[src/rtl/int_ctrl_if.sv]
// Bus bundle between the CPU/bridge side and the interrupt controller.
interface int_ctrl_if #(parameter int unsigned NSRC = 6);
   logic [NSRC-1:0] irq_src;
   logic            sel;
   logic            WE;
   logic [2:0]      Addr;
   logic [31:0]     Din;
   logic [31:0]     Dout;
   logic            int_req;
   logic [NSRC-1:0] HWInt;
   logic            int_ack;

   modport master (
      output irq_src, sel, WE, Addr, Din, int_ack,
      input  Dout, int_req, HWInt
   );

   modport slave (
      input  irq_src, sel, WE, Addr, Din, int_ack,
      output Dout, int_req, HWInt
   );
endinterface

[src/rtl/int_ctrl.sv]
// Memory-mapped fixed-priority interrupt controller: latch, mask, request,
// acknowledge, then hold the source in service until software writes EOI.
module int_ctrl #(
   parameter int unsigned NSRC = 6
) (
   input logic      clk,
   input logic      reset,
   int_ctrl_if.slave bus
);
   localparam int unsigned IDW = 3;

   typedef enum logic [1:0] {IDLE, REQ, SERVICE} state_t;

   state_t          state_q, state_nx;
   logic [NSRC-1:0] s_q, prev_q, pend_q, mask_q, edge_q;
   logic [NSRC-1:0] cand, clr, pend_nx, hwint_q;
   logic [IDW-1:0]  id_q, id_nx, sel_id, vec_id_q;
   logic            vec_valid_q, int_req_q, found;
   logic            wr, wr_pend, wr_mask, wr_edge, wr_eoi;
   logic            take_ack, take_eoi;
   logic [31:0]     unused_din;

   assign wr      = bus.sel & bus.WE;
   assign wr_pend = wr && (bus.Addr == 3'd0);
   assign wr_mask = wr && (bus.Addr == 3'd1);
   assign wr_edge = wr && (bus.Addr == 3'd2);
   assign wr_eoi  = wr && (bus.Addr == 3'd4);
   assign unused_din = bus.Din;

   assign cand = pend_q & mask_q;

   // Lowest set index of the candidate vector wins.
   always_comb begin
      sel_id = '0;
      found  = 1'b0;
      for (int i = 0; i < int'(NSRC); i++) begin
         if (cand[i] && !found) begin
            sel_id = IDW'(i);
            found  = 1'b1;
         end
      end
   end

   always_comb begin
      state_nx = state_q;
      id_nx    = id_q;
      take_ack = 1'b0;
      take_eoi = 1'b0;
      case (state_q)
         IDLE: begin
            if (|cand) begin
               state_nx = REQ;
               id_nx    = sel_id;
            end
         end
         REQ: begin
            if (bus.int_ack) begin
               take_ack = 1'b1;
               state_nx = SERVICE;
            end else if (!cand[id_q]) begin
               state_nx = IDLE;
            end
         end
         SERVICE: begin
            if (wr_eoi) begin
               take_eoi = 1'b1;
               state_nx = IDLE;
            end
         end
         default: state_nx = IDLE;
      endcase
   end

   // Edge sources: clear (W1C or ack) loses against a same-cycle new edge.
   always_comb begin
      clr = '0;
      if (wr_pend) clr = bus.Din[NSRC-1:0];
      if (take_ack) clr[id_q] = 1'b1;
      pend_nx = (edge_q & ((pend_q & ~clr) | (s_q & ~prev_q))) | (~edge_q & s_q);
   end

   always_ff @(posedge clk or posedge reset) begin
      if (reset) begin
         state_q     <= IDLE;
         id_q        <= '0;
         s_q         <= '0;
         prev_q      <= '0;
         pend_q      <= '0;
         mask_q      <= '0;
         edge_q      <= '0;
         vec_valid_q <= 1'b0;
         vec_id_q    <= '0;
         int_req_q   <= 1'b0;
         hwint_q     <= '0;
      end else begin
         state_q <= state_nx;
         id_q    <= id_nx;
         s_q     <= bus.irq_src;
         prev_q  <= s_q;
         pend_q  <= pend_nx;
         if (wr_mask) mask_q <= bus.Din[NSRC-1:0];
         if (wr_edge) edge_q <= bus.Din[NSRC-1:0];
         if (take_ack) begin
            vec_valid_q <= 1'b1;
            vec_id_q    <= id_q;
         end else if (take_eoi) begin
            vec_valid_q <= 1'b0;
            vec_id_q    <= '0;
         end
         // Outputs registered from next state so REQ is visible the cycle it is entered.
         int_req_q <= (state_nx == REQ);
         hwint_q   <= (state_nx == REQ) ? (NSRC'(1) << id_nx) : '0;
      end
   end

   assign bus.int_req = int_req_q;
   assign bus.HWInt   = hwint_q;

   always_comb begin
      bus.Dout = '0;
      case (bus.Addr)
         3'd0:    bus.Dout = 32'(pend_q);
         3'd1:    bus.Dout = 32'(mask_q);
         3'd2:    bus.Dout = 32'(edge_q);
         3'd3:    bus.Dout = {vec_valid_q, 28'b0, vec_id_q};
         default: bus.Dout = '0;
      endcase
   end
endmodule
[src/flat_wrapper.sv]
// flat-port wrapper written by rule: the top's interface ports become plain ports
module int_ctrl_flat 
#(
   parameter int unsigned NSRC = 6
)
  (clk, reset, bus_irq_src, bus_sel, bus_WE, bus_Addr, bus_Din, bus_int_ack, bus_Dout, bus_int_req, bus_HWInt);
  int_ctrl_if #(.NSRC(NSRC)) bus_i ();
  input logic clk;
  input logic reset;
  input wire logic [$bits(bus_i.irq_src)-1:0] bus_irq_src;
  input wire logic [$bits(bus_i.sel)-1:0] bus_sel;
  input wire logic [$bits(bus_i.WE)-1:0] bus_WE;
  input wire logic [$bits(bus_i.Addr)-1:0] bus_Addr;
  input wire logic [$bits(bus_i.Din)-1:0] bus_Din;
  input wire logic [$bits(bus_i.int_ack)-1:0] bus_int_ack;
  output wire logic [$bits(bus_i.Dout)-1:0] bus_Dout;
  output wire logic [$bits(bus_i.int_req)-1:0] bus_int_req;
  output wire logic [$bits(bus_i.HWInt)-1:0] bus_HWInt;
  assign bus_i.irq_src = bus_irq_src;
  assign bus_i.sel = bus_sel;
  assign bus_i.WE = bus_WE;
  assign bus_i.Addr = bus_Addr;
  assign bus_i.Din = bus_Din;
  assign bus_i.int_ack = bus_int_ack;
  assign bus_Dout = bus_i.Dout;
  assign bus_int_req = bus_i.int_req;
  assign bus_HWInt = bus_i.HWInt;
  int_ctrl #(.NSRC(NSRC)) u_core (.clk(clk), .reset(reset), .bus(bus_i));
endmodule
[config.mk]
export PLATFORM = sky130hd
export DESIGN_NAME = int_ctrl_flat
export DESIGN_NICKNAME = d
export VERILOG_FILES = /design/src/rtl/int_ctrl_if.sv /design/src/rtl/int_ctrl.sv /design/src/flat_wrapper.sv
export SDC_FILE = /design/constraint.sdc
export NUM_CORES = 1
export LEC_CHECK = 0
export CAP_MARGIN = 5
export CORE_MARGIN = 2
export CORE_UTILIZATION = 44
export DETAILED_ROUTE_END_ITERATION = 8
export GPL_TIMING_DRIVEN = 0
export PLACE_DENSITY = 0.82
export SLEW_MARGIN = 20
export SYNTH_ARGS = -nofsm -noshare
export SYNTH_HDL_FRONTEND = slang
export SYNTH_SLANG_ARGS = --single-unit
export TNS_END_PERCENT = 10
[constraint.sdc]
create_clock -name clk -period 2.2 [get_ports clk]
set_clock_uncertainty 0.1 [all_clocks]
set_input_delay 0.55 -clock clk [delete_from_list [all_inputs] [get_ports clk]]
set_output_delay 0.55 -clock clk [all_outputs]
set_load 0.02 [all_outputs]
==> metrics.txt, run 1 <==
Cell Area, Synth around 2300 sq um; Detail Route Antenna Nets 0; initial DRC count 70; Mapped Cells a little over 200; unrepaired setup endpoints after global routing yes; commonest non-fill, non-tap cell in the layout dfrtp_1; Slew @ Worst Pin roughly 0.57 ns; largest net degree at the start of global routing 27; cell area after placement around 2800 sq um; Crit Path Class input pin to primary output; CP arrival roughly 1.5 ns; vias in the first global route 1654; CTS max path bufs 2; # IOs between 80 and 90; Die W 75.7 um; max_cap viols 0; post-synthesis sequential area ratio 0.509; # diodes 0; Core Rows 26; die area about 5700 sq um; most frequent cells in the layout 46 x dfrtp_1, 32 x buf_4, 27 x nand2_1, 25 x conb_1, 23 x clkdlybuf4s50_1; Yosys top cell area share 0.509; HP Class flip-flop to flip-flop; Final Cycle Share 0.985; FF+latch count, synth 46; initial antenna violation count 0; hold buffer count at cts 0; Tmin final 2.17 ns; most frequent CP cell buf_6; TritonCTS buffer count 5; Area Overhead vs Synth 31.7%; power density over the cells between 900 and 1000 nW/um^2; final count of hold timing violations 0; Highest Clock Rate about 460 MHz; worst slack at placement -0.997 ns; first-pass GRT wire length 7890 um; Synth area leaders dfrtp_1 51%, buf_4 8.6%, mux2_2 4.5%, nand2_1 4.5%, mux4_2 3.0%; setup ws final 0.0336 ns; vias per cell 4.92; area leader, netlist dfrtp_1; CP max stage cell mux4_2; later-pin clock latency in the skew report ~0.3 ns; Critical Path, Cell by Cell buf_2 > buf_6 > mux4_2 > nor2b_4 > buf_6; drt total wl 4720 um; DRT Pass-1 Iters 4; Post-DP HPWL 3330 um; Routed wire per std cell around 14 um; Async SR Flop Fraction 1.00; Clock Tree Root clkbuf_8; EDFF count, synth 0; Worst-path clk slew ~0.09 ns; final RePlAce weighted congestion 0.838; status finished, final reports clean; Final Cell Area just under 3000 sq um; final core utilization 0.591; Yosys warnings 0; Via Count 1701; Setup crit end kind primary output; Slew Limit Fails 0; Final Net Count roughly 320; Starting Density 0.449; CTS tree done; top_reg_cell synth dfrtp_1; Leak about 0.0014 uW; count of different cell masters after synthesis between 40 and 50; Non-Filler Instances 346; crit start category input pin; CP max FO 3; core box area a little over 5000 sq um; detailed-route DRC error count 0; depth of the CTS H-tree 2; I/O Buffers 33; setup violators final 0; Crit path largest cell delay 0.48 ns; total grt overflow 0; total track usage 0.187; Peak supply drop 0.519 mV; CP required 1.55 ns; layout cell share with drive strength beyond 1 0.293; Sinks on Clock Net 46; syn_area_per_cell around 11 sq um; Die H 75.7 um; Slew headroom 0.620; Fillers 411; placed cells 331
where the power goes:
group / total, uW / internal, uW / leakage, uW / switching [uW]
logic: 1070 / 488 / 0.000778 / 582
clock network: 635 / 338 / 0.0000504 / 297
registers: 1190 / 1040 / 0.000562 / 152
layout make-up:
| cell class | count | area (sq um) | area share |
|---|---|---|---|
| well taps | 70 | 87.6 | 0.0294 |
| multi-input cells | 144 | 977 | 0.328 |
| clock inverters | 3 | 45.0 | 0.0151 |
| inverters | 7 | 26.3 | 0.00881 |
| plain buffers | 30 | 240 | 0.0806 |
| repair buffers | 41 | 385 | 0.129 |
| clock buffers | 5 | 68.8 | 0.0231 |
| flip-flops and latches | 46 | 1150 | 0.386 |
registers in the layout, summed over array words and instances, names as in the netlist:
signal and count:
u_core.bus.HWInt 6, u_core.bus.int_req 1, u_core.edge_q 6, u_core.id_q 3, u_core.mask_q 6, u_core.pend_q 6
u_core.prev_q 6, u_core.s_q 6, u_core.state_q 2, u_core.vec_id_q 3, u_core.vec_valid_q 1
through the flow:
step	hold WS (ns)	total power [uW]	TNS (ns)
5_1_grt	0.310	3070	-0.0147
6_report	0.287	2900	0
3_3_place_gp	0.259	2200	-26.36
4_1_cts	0.287	2890	-0.0676
2_1_floorplan	0.254	1920	0
3_5_place_dp	0.265	2240	-9.53
logic make-up after synthesis:
logic type / count (synthesis) / synth area share
and+or+nand+nor: 68 / 0.169
DFF: 46 / 0.509
buffers and inverters: 37 / 0.109
AOI/OAI and AO/OA: 33 / 0.108
muxes: 18 / 0.103
other: 1 / 0.00166
Yosys cell counts, types with 3 or more instances:
cell type	count
dfrtp_1	46
nand2_1	27
buf_4	26
nor2_1	12
mux2_2	9
a21oi_1	8
nand3_1	7
inv_1	6
nor3_1	6
a32o_1	5
nor2b_1	4
o21ai_0	4
buf_2	3
mux2_1	3
mux2i_1	3
mux4_2	3
o2111ai_1	3
what timing repair did:
item | 4_1_cts | 5_1_grt
setup buffers | 7 | 0
setup endpoints to repair | 7 | 6
gates resized for setup | 52 | 4
hold endpoints to repair | 0 | 0
worst paths after layout:
| path | depth (start not counted) | from | slack, ns | endpoint |
|---|---|---|---|---|
| setup / recovery | 5 | bus_Addr[1] | 0.03 | bus_Dout[0] |
| hold / removal | 0 | u_core.s_q[3]$_DFF_PP0_ | 0.29 | u_core.prev_q[3]$_DFF_PP0_ |
| setup reg to reg | 6 | u_core.state_q[1]$_DFF_PP0_ | 0.43 | u_core.pend_q[3]$_DFF_PP0_ |
| hold reg to reg | 0 | u_core.s_q[3]$_DFF_PP0_ | 0.29 | u_core.prev_q[3]$_DFF_PP0_ |
| max in group asynchronous | 3 | reset | 1.05 | u_core.prev_q[0]$_DFF_PP0_ |
| min in group asynchronous | 2 | reset | 0.47 | u_core.prev_q[5]$_DFF_PP0_ |
critical path: cells and delay by family:
| kind | cells | cell delay, ns |
|---|---|---|
| buffers and inverters | 3 | 0.34 |
| AND/OR/NAND/NOR | 1 | 0.14 |
| multiplexers | 1 | 0.48 |
metal layers:
| layer | up-vias | track usage | share of wire |
|---|---|---|---|
| met5 | - | 0 | 0 |
| met4 | 0 | 0.0799 | 0.027 |
| met3 | 13 | 0.0450 | 0.058 |
| met2 | 69 | 0.308 | 0.50 |
| met1 | 807 | 0.236 | 0.42 |
| li1 | 812 | - | - |
Note: power is estimated with default switching activity, not from simulation.
==> run 2, diff against run 1 <==
--- a/config.mk
+++ b/config.mk
@@ -6,7 +6,7 @@
 export NUM_CORES = 1
 export LEC_CHECK = 0
 export CAP_MARGIN = 5
-export CORE_MARGIN = 2
+export CORE_MARGIN = 5
 export CORE_UTILIZATION = 44
 export DETAILED_ROUTE_END_ITERATION = 8
 export GPL_TIMING_DRIVEN = 0
==> run 2 against run 1 <==
  * Power decreased by 2.9%
  * Largest power group unchanged
  * Maximum frequency about the same
  * Critical path depth stayed put
  * Highest routed layer unchanged
  * Final cell count rose by 0.58%
  * Sequential share of layout area decreased by 0.29 points
  * Design area increased by 0.76%
==> metrics.txt, run 2 (synthesized netlist as in run 1, its figures left out) <==
later-pin clock latency in the skew report 0.30 ns (about the same); # diodes 0 (unchanged); Crit Path Class input pin to primary output; Worst-path clk slew 0.09 ns (about the same); first-pass GRT wire length 7980 um (+1.2%); Final TNS setup 0 ns (unchanged); Detail Route Antenna Nets 0 (unchanged); max_cap viols 0 (unchanged); Die W 81.7 um (+7.9%); # IOs 85 (unchanged); commonest non-fill, non-tap cell in the layout dfrtp_1; Core Rows 26 (unchanged); final RePlAce weighted congestion 0.843 (+0.61%); Final Cycle Share 0.985 (about the same); hold path depth 0 (unchanged); Tmin final 2.17 ns (+0.00122 ns); HP Class flip-flop to flip-flop; Starting Density 0.449 (unchanged); Sinks on Clock Net 46 (unchanged); Final Cell Area 3000 sq um (+0.76%); Via Count 1710 (+0.53%); Highest Clock Rate 461 MHz (about the same); CP max FO 8 (+5); initial DRC count 80 (+14%); Routed wire per std cell 14.0 um (+2.5%); Leak 0.00140 uW (+0.59%); Clock Tree Root clkbuf_8; depth of the CTS H-tree 2 (unchanged); detailed-route DRC error count 0 (unchanged); vias in the first global route 1730 (+4.6%); total grt overflow 0 (unchanged); Area Overhead vs Synth 32.7%; total track usage 0.155 (-0.0318); DRT Pass-1 Iters 4 (unchanged); I/O Buffers 33 (unchanged); Peak supply drop 0.504 mV (-3.1%); layout cell share with drive strength beyond 1 0.302 (+0.00868); Slew Limit Fails 0 (unchanged); CTS max path bufs 2 (unchanged); CTS tree done; FF-to-FF setup slack 0.45 ns (+0.02 ns); setup violators final 0 (unchanged); CP arrival 1.52 ns (about the same); unrepaired setup endpoints after global routing yes; largest net degree at the start of global routing 27 (unchanged); Hold Path Sink u_core.prev_q[0]$_DFF_PP0_; Slew @ Worst Pin 0.564 ns (-0.00389 ns); R2R cell count 6 (unchanged); vias per cell 4.91 (about the same); die area 6680 sq um (+16%); hold wc startpoint u_core.s_q[0]$_DFF_PP0_; cell area after placement 2790 sq um (unchanged); CP required 1.55 ns (about the same); Reg2Reg Capture Point u_core.pend_q[3]$_DFF_PP0_; Die H 81.7 um (+7.9%); drt total wl 4860 um (+3.1%); most frequent cells in the layout 46 x dfrtp_1, 35 x buf_4, 27 x nand2_1, 25 x conb_1, 23 x clkdlybuf4s50_1; final count of hold timing violations 0 (unchanged); initial antenna violation count 0 (unchanged); Setup crit end kind primary output; Final Net Count 323 (+0.62%); Slew headroom 0.622 (+0.00261); power density over the cells 937 nW/um^2 (-3.7%); status finished, final reports clean; Post-DP HPWL 3530 um (+6.0%); TritonCTS buffer count 5 (unchanged); core box area 5040 sq um (unchanged); crit start category input pin; Reg2Reg Launch Point u_core.state_q[1]$_DFF_PP0_; Fillers 424 (+3.2%)
run 2: cell count changes in the layout (fill, tap and decap cells not counted):
| cell | previous run | this run |
|---|---|---|
| buf_6 | 9 | 7 |
| bufinv_16 | 1 | 0 |
| clkinvlp_4 | 2 | 1 |
| inv_6 | 0 | 1 |
| mux2i_1 | 3 | 2 |
| buf_2 | 5 | 4 |
| buf_4 | 32 | 35 |
| buf_12 | 1 | 2 |
| clkinv_4 | 0 | 1 |
| mux2i_4 | 0 | 1 |
| buf_8 | 0 | 1 |
run 2: power breakdown:
part	switching (uW)	total, uW	internal, uW
Combinational	588	1090	499
Sequential	154	1200	1040
Clock	303	533	229
run 2: layout make-up:
cell class / count / area (sq um) / share of cell area
multi-input combinational: 144 / 990 / 0.329
buffer: 30 / 249 / 0.0829
sequential: 46 / 1150 / 0.383
timing repair buffer: 43 / 407 / 0.135
inverter: 7 / 26.3 / 0.00875
clock inverter: 3 / 25.0 / 0.00833
clock buffer: 5 / 68.8 / 0.0229
tap: 70 / 87.6 / 0.0292
run 2: worst max path at each step:
stage / startpoint / to / slack, ns / cells after the start
global route: bus_Addr[0] / bus_Dout[5] / -0.009 / 8
CTS: bus_Addr[0] / bus_Dout[2] / 0.01 / 5
finish: bus_Addr[0] / bus_Dout[2] / 0.03 / 5
floorplan: bus_Addr[0] / bus_Dout[1] / 0.06 / 3
detailed placement: bus_Addr[0] / bus_Dout[1] / -1.02 / 5
global placement: bus_Addr[0] / bus_Dout[2] / -1.02 / 5
run 2: metrics by stage:
stage	util	worst slack, ns	total power (uW)	instances	hold WS [ns]
finish	0.596	0.0324	2810	348	0.285
global route	0.596	-0.00851	2990	348	0.297
CTS	0.592	0.0113	2810	348	0.282
detailed placement	0.554	-1.02	2250	331	0.269
global placement	0.550	-1.02	2210	330	0.259
floorplan	-	0.0640	1920	227	0.254
run 2: critical path, cell delays in order:
cell	delay (ns)
buf_8	0.08
buf_12	0.12
mux4_2	0.50
nor2b_4	0.14
buf_6	0.12
run 2: what timing repair did:
action / CTS / global route
endpoints found under the setup margin: 7 / 4
resized for setup: 56 / 6
hold endpoints to repair: 0 / 0
buffers inserted: 9 / 0
hold buffers: 0 / 0
run 2: routing by layer:
metal / up-vias / track usage / part of all wire
met5: - / 0 / 0
met4: 0 / 0.0465 / 0.0097
met3: 5 / 0.0351 / 0.081
met2: 80 / 0.263 / 0.50
met1: 807 / 0.198 / 0.41
li1: 818 / - / -
==> edit (settings of run 1) <==
`NSRC` is set to 6 in 3 places; all go to 3.
--- a/src/rtl/int_ctrl_if.sv
+++ b/src/rtl/int_ctrl_if.sv
@@ -1,3 +1,3 @@
 // Bus bundle between the CPU/bridge side and the interrupt controller.
-interface int_ctrl_if #(parameter int unsigned NSRC = 6);
+interface int_ctrl_if #(parameter int unsigned NSRC = 3);
    logic [NSRC-1:0] irq_src;
--- a/src/rtl/int_ctrl.sv
+++ b/src/rtl/int_ctrl.sv
@@ -3,3 +3,3 @@
 module int_ctrl #(
-   parameter int unsigned NSRC = 6
+   parameter int unsigned NSRC = 3
 ) (
--- a/src/flat_wrapper.sv
+++ b/src/flat_wrapper.sv
@@ -3,3 +3,3 @@
 #(
-   parameter int unsigned NSRC = 6
+   parameter int unsigned NSRC = 3
 )
Ports: changed (resized bus_HWInt and bus_irq_src); port bits go from 85 to 79. No check against the original RTL was run, so the function may have changed too.
==> edit against run 1 <==
Area after synthesis shrank 33%; routed wire length shrank 41%; global-route usage is 4.3 points lower; sequential cell count decreased by 18; hold slack improved by 0.0075 ns; combinational power down 32%; final area fell by 35%; die area is 32% lower; power down 42%; clock power shrank 69%; worst setup slack worse by 0.0052 ns; first-iteration DRC count decreased by 46%; sequential share of layout area down 2.4 points; highest routed layer unchanged.
==> edit: results (changes against run 1) <==
stage,metric,value,unit,change
run_status,status,"complete, no violations",,
place,hpwl,2150,um,-35%
critical_path,timing.rr.end,u_core.bus.HWInt[1]$_DFF_PP0_,,
synthesis,yosysSeqAreaShare,46.5,%,-4.4 points
final_layout,drive_gt1_share,30.3,%,+0.91 points
critical_path,cp-endpoint,bus_Dout[1],,
timing,relSlewSlack,36.8,%,-25 points
power_and_ir_drop,leakagePower,0.939,nW,-32%
synthesis,synth_commonest_cells,"buf_4, dfrtp_1, nor2_1",,
place,gp_congestion,0.830,,-0.88%
power_and_ir_drop,seqPwrFrac,44.2,%,+3.0 points
synthesis,avgSynthCellArea,10.8,sq um,-3.4%
worst_hold_path,hp-start,u_core.s_q[0]$_DFF_PP0_,,
global_routing,grt_pass1_wl,4540,um,-42%
clocking,root_buffer,clkbuf_4,,
detailed_routing,drtIter0Drc,38,,-46%
final_layout,fillers,304,,-26%
clocking,cts.clk_slew.worst_paths,0.13,ns,+0.04 ns
critical_path,r2r_start,u_core.state_q[0]$_DFF_PP0_,,
global_routing,grtUsageTotal,14.4,%,-4.3 points
global_routing,grt_pass1_vias,1012,,-39%
critical_path,reg2reg_depth,5,,-1
synthesis,synth_ff_type,dfrtp_1,,
place,portBuffers,19,,-42%
critical_path,cp-startpoint,u_core.vec_id_q[1]$_DFFE_PP0P_,,
clocking,cts_buffers,3,,-2
synthesis,synth_top_cells_by_area,"dfrtp_1, buf_4, mux2_2, mux4_2, nor2_1",,
power_and_ir_drop,intPower,1.07,mW,-43%
detailed_routing,vias,1109,,-35%
place,placed_area,0.00186,sq mm,-33%
final_layout,final_cells,241,,-30%
critical_path,slowest_delay,0.46,ns,-0.02 ns
place,dp_cells,232,,-30%
clocking,htree_levels,1,,-1
power_and_ir_drop,ir_drop,0.444,mV,-15%
## edit: cell types whose count changed after synthesis, sizes merged, moves of 3 or more
cell,run 1,this run
nand3,7,2
dfrtp,46,28
a32o,5,2
mux2,12,6
clkbuf,0,3
o2111ai,3,0
inv,7,2
nor3,6,3
nand2,28,9
a21oi,8,4
## edit: worst register-to-register path, cell delays in order, from the launching register on
cell and delay, ns:
dfrtp_1 0.36, buf_4 0.16, or3b_4 0.42, a2111oi_4 0.34
a2bb2o_4 0.25, nor2b_2 0.10
## edit: logic make-up after synthesis
kind of cell    count (synthesis)  share of synthesized area [%]
buf+inv                        34                           15.7
mux                            10                           9.63
compound gates                 25                           13.6
flops                          28                           46.5
simple gates                   42                           14.4
other cells                     1                          0.249
## edit: cell type report
| class | instances | area, sq um | share of cell area (%) |
|---|---|---|---|
| Inverter | 2 | 7.51 | 0.388 |
| Timing Repair Buffer | 25 | 229 | 11.8 |
| Tap cell | 46 | 57.6 | 2.98 |
| Multi-Input combinational cell | 105 | 679 | 35.1 |
| Clock buffer | 3 | 22.5 | 1.17 |
| Sequential cell | 28 | 701 | 36.2 |
| Buffer | 32 | 236 | 12.2 |
## edit: what timing repair did
action,in CTS,in global routing
resized for setup,20,4
endpoints found under the setup margin,4,3
buffers inserted,4,2
pin swaps,0,0
## edit: metal layers
layer / part of all wire [%] / up-vias / GRT usage [%]
li1: - / 545 / -
met1: 42 / 524 / 17.6
met2: 53 / 38 / 25.1
met3: 5.4 / 2 / 4.32
met4: 0.29 / 0 / 2.78
met5: 0 / - / 0
## edit: power groups by stage
stage	registers, mW	clock network (mW)	logic [mW]
after floorplan	0.755	0	0.484
after global placement	0.754	0	0.656
after detailed placement	0.761	0	0.669
after CTS	0.741	0.214	0.697
after global routing	0.759	0.230	0.795
final	0.739	0.200	0.732
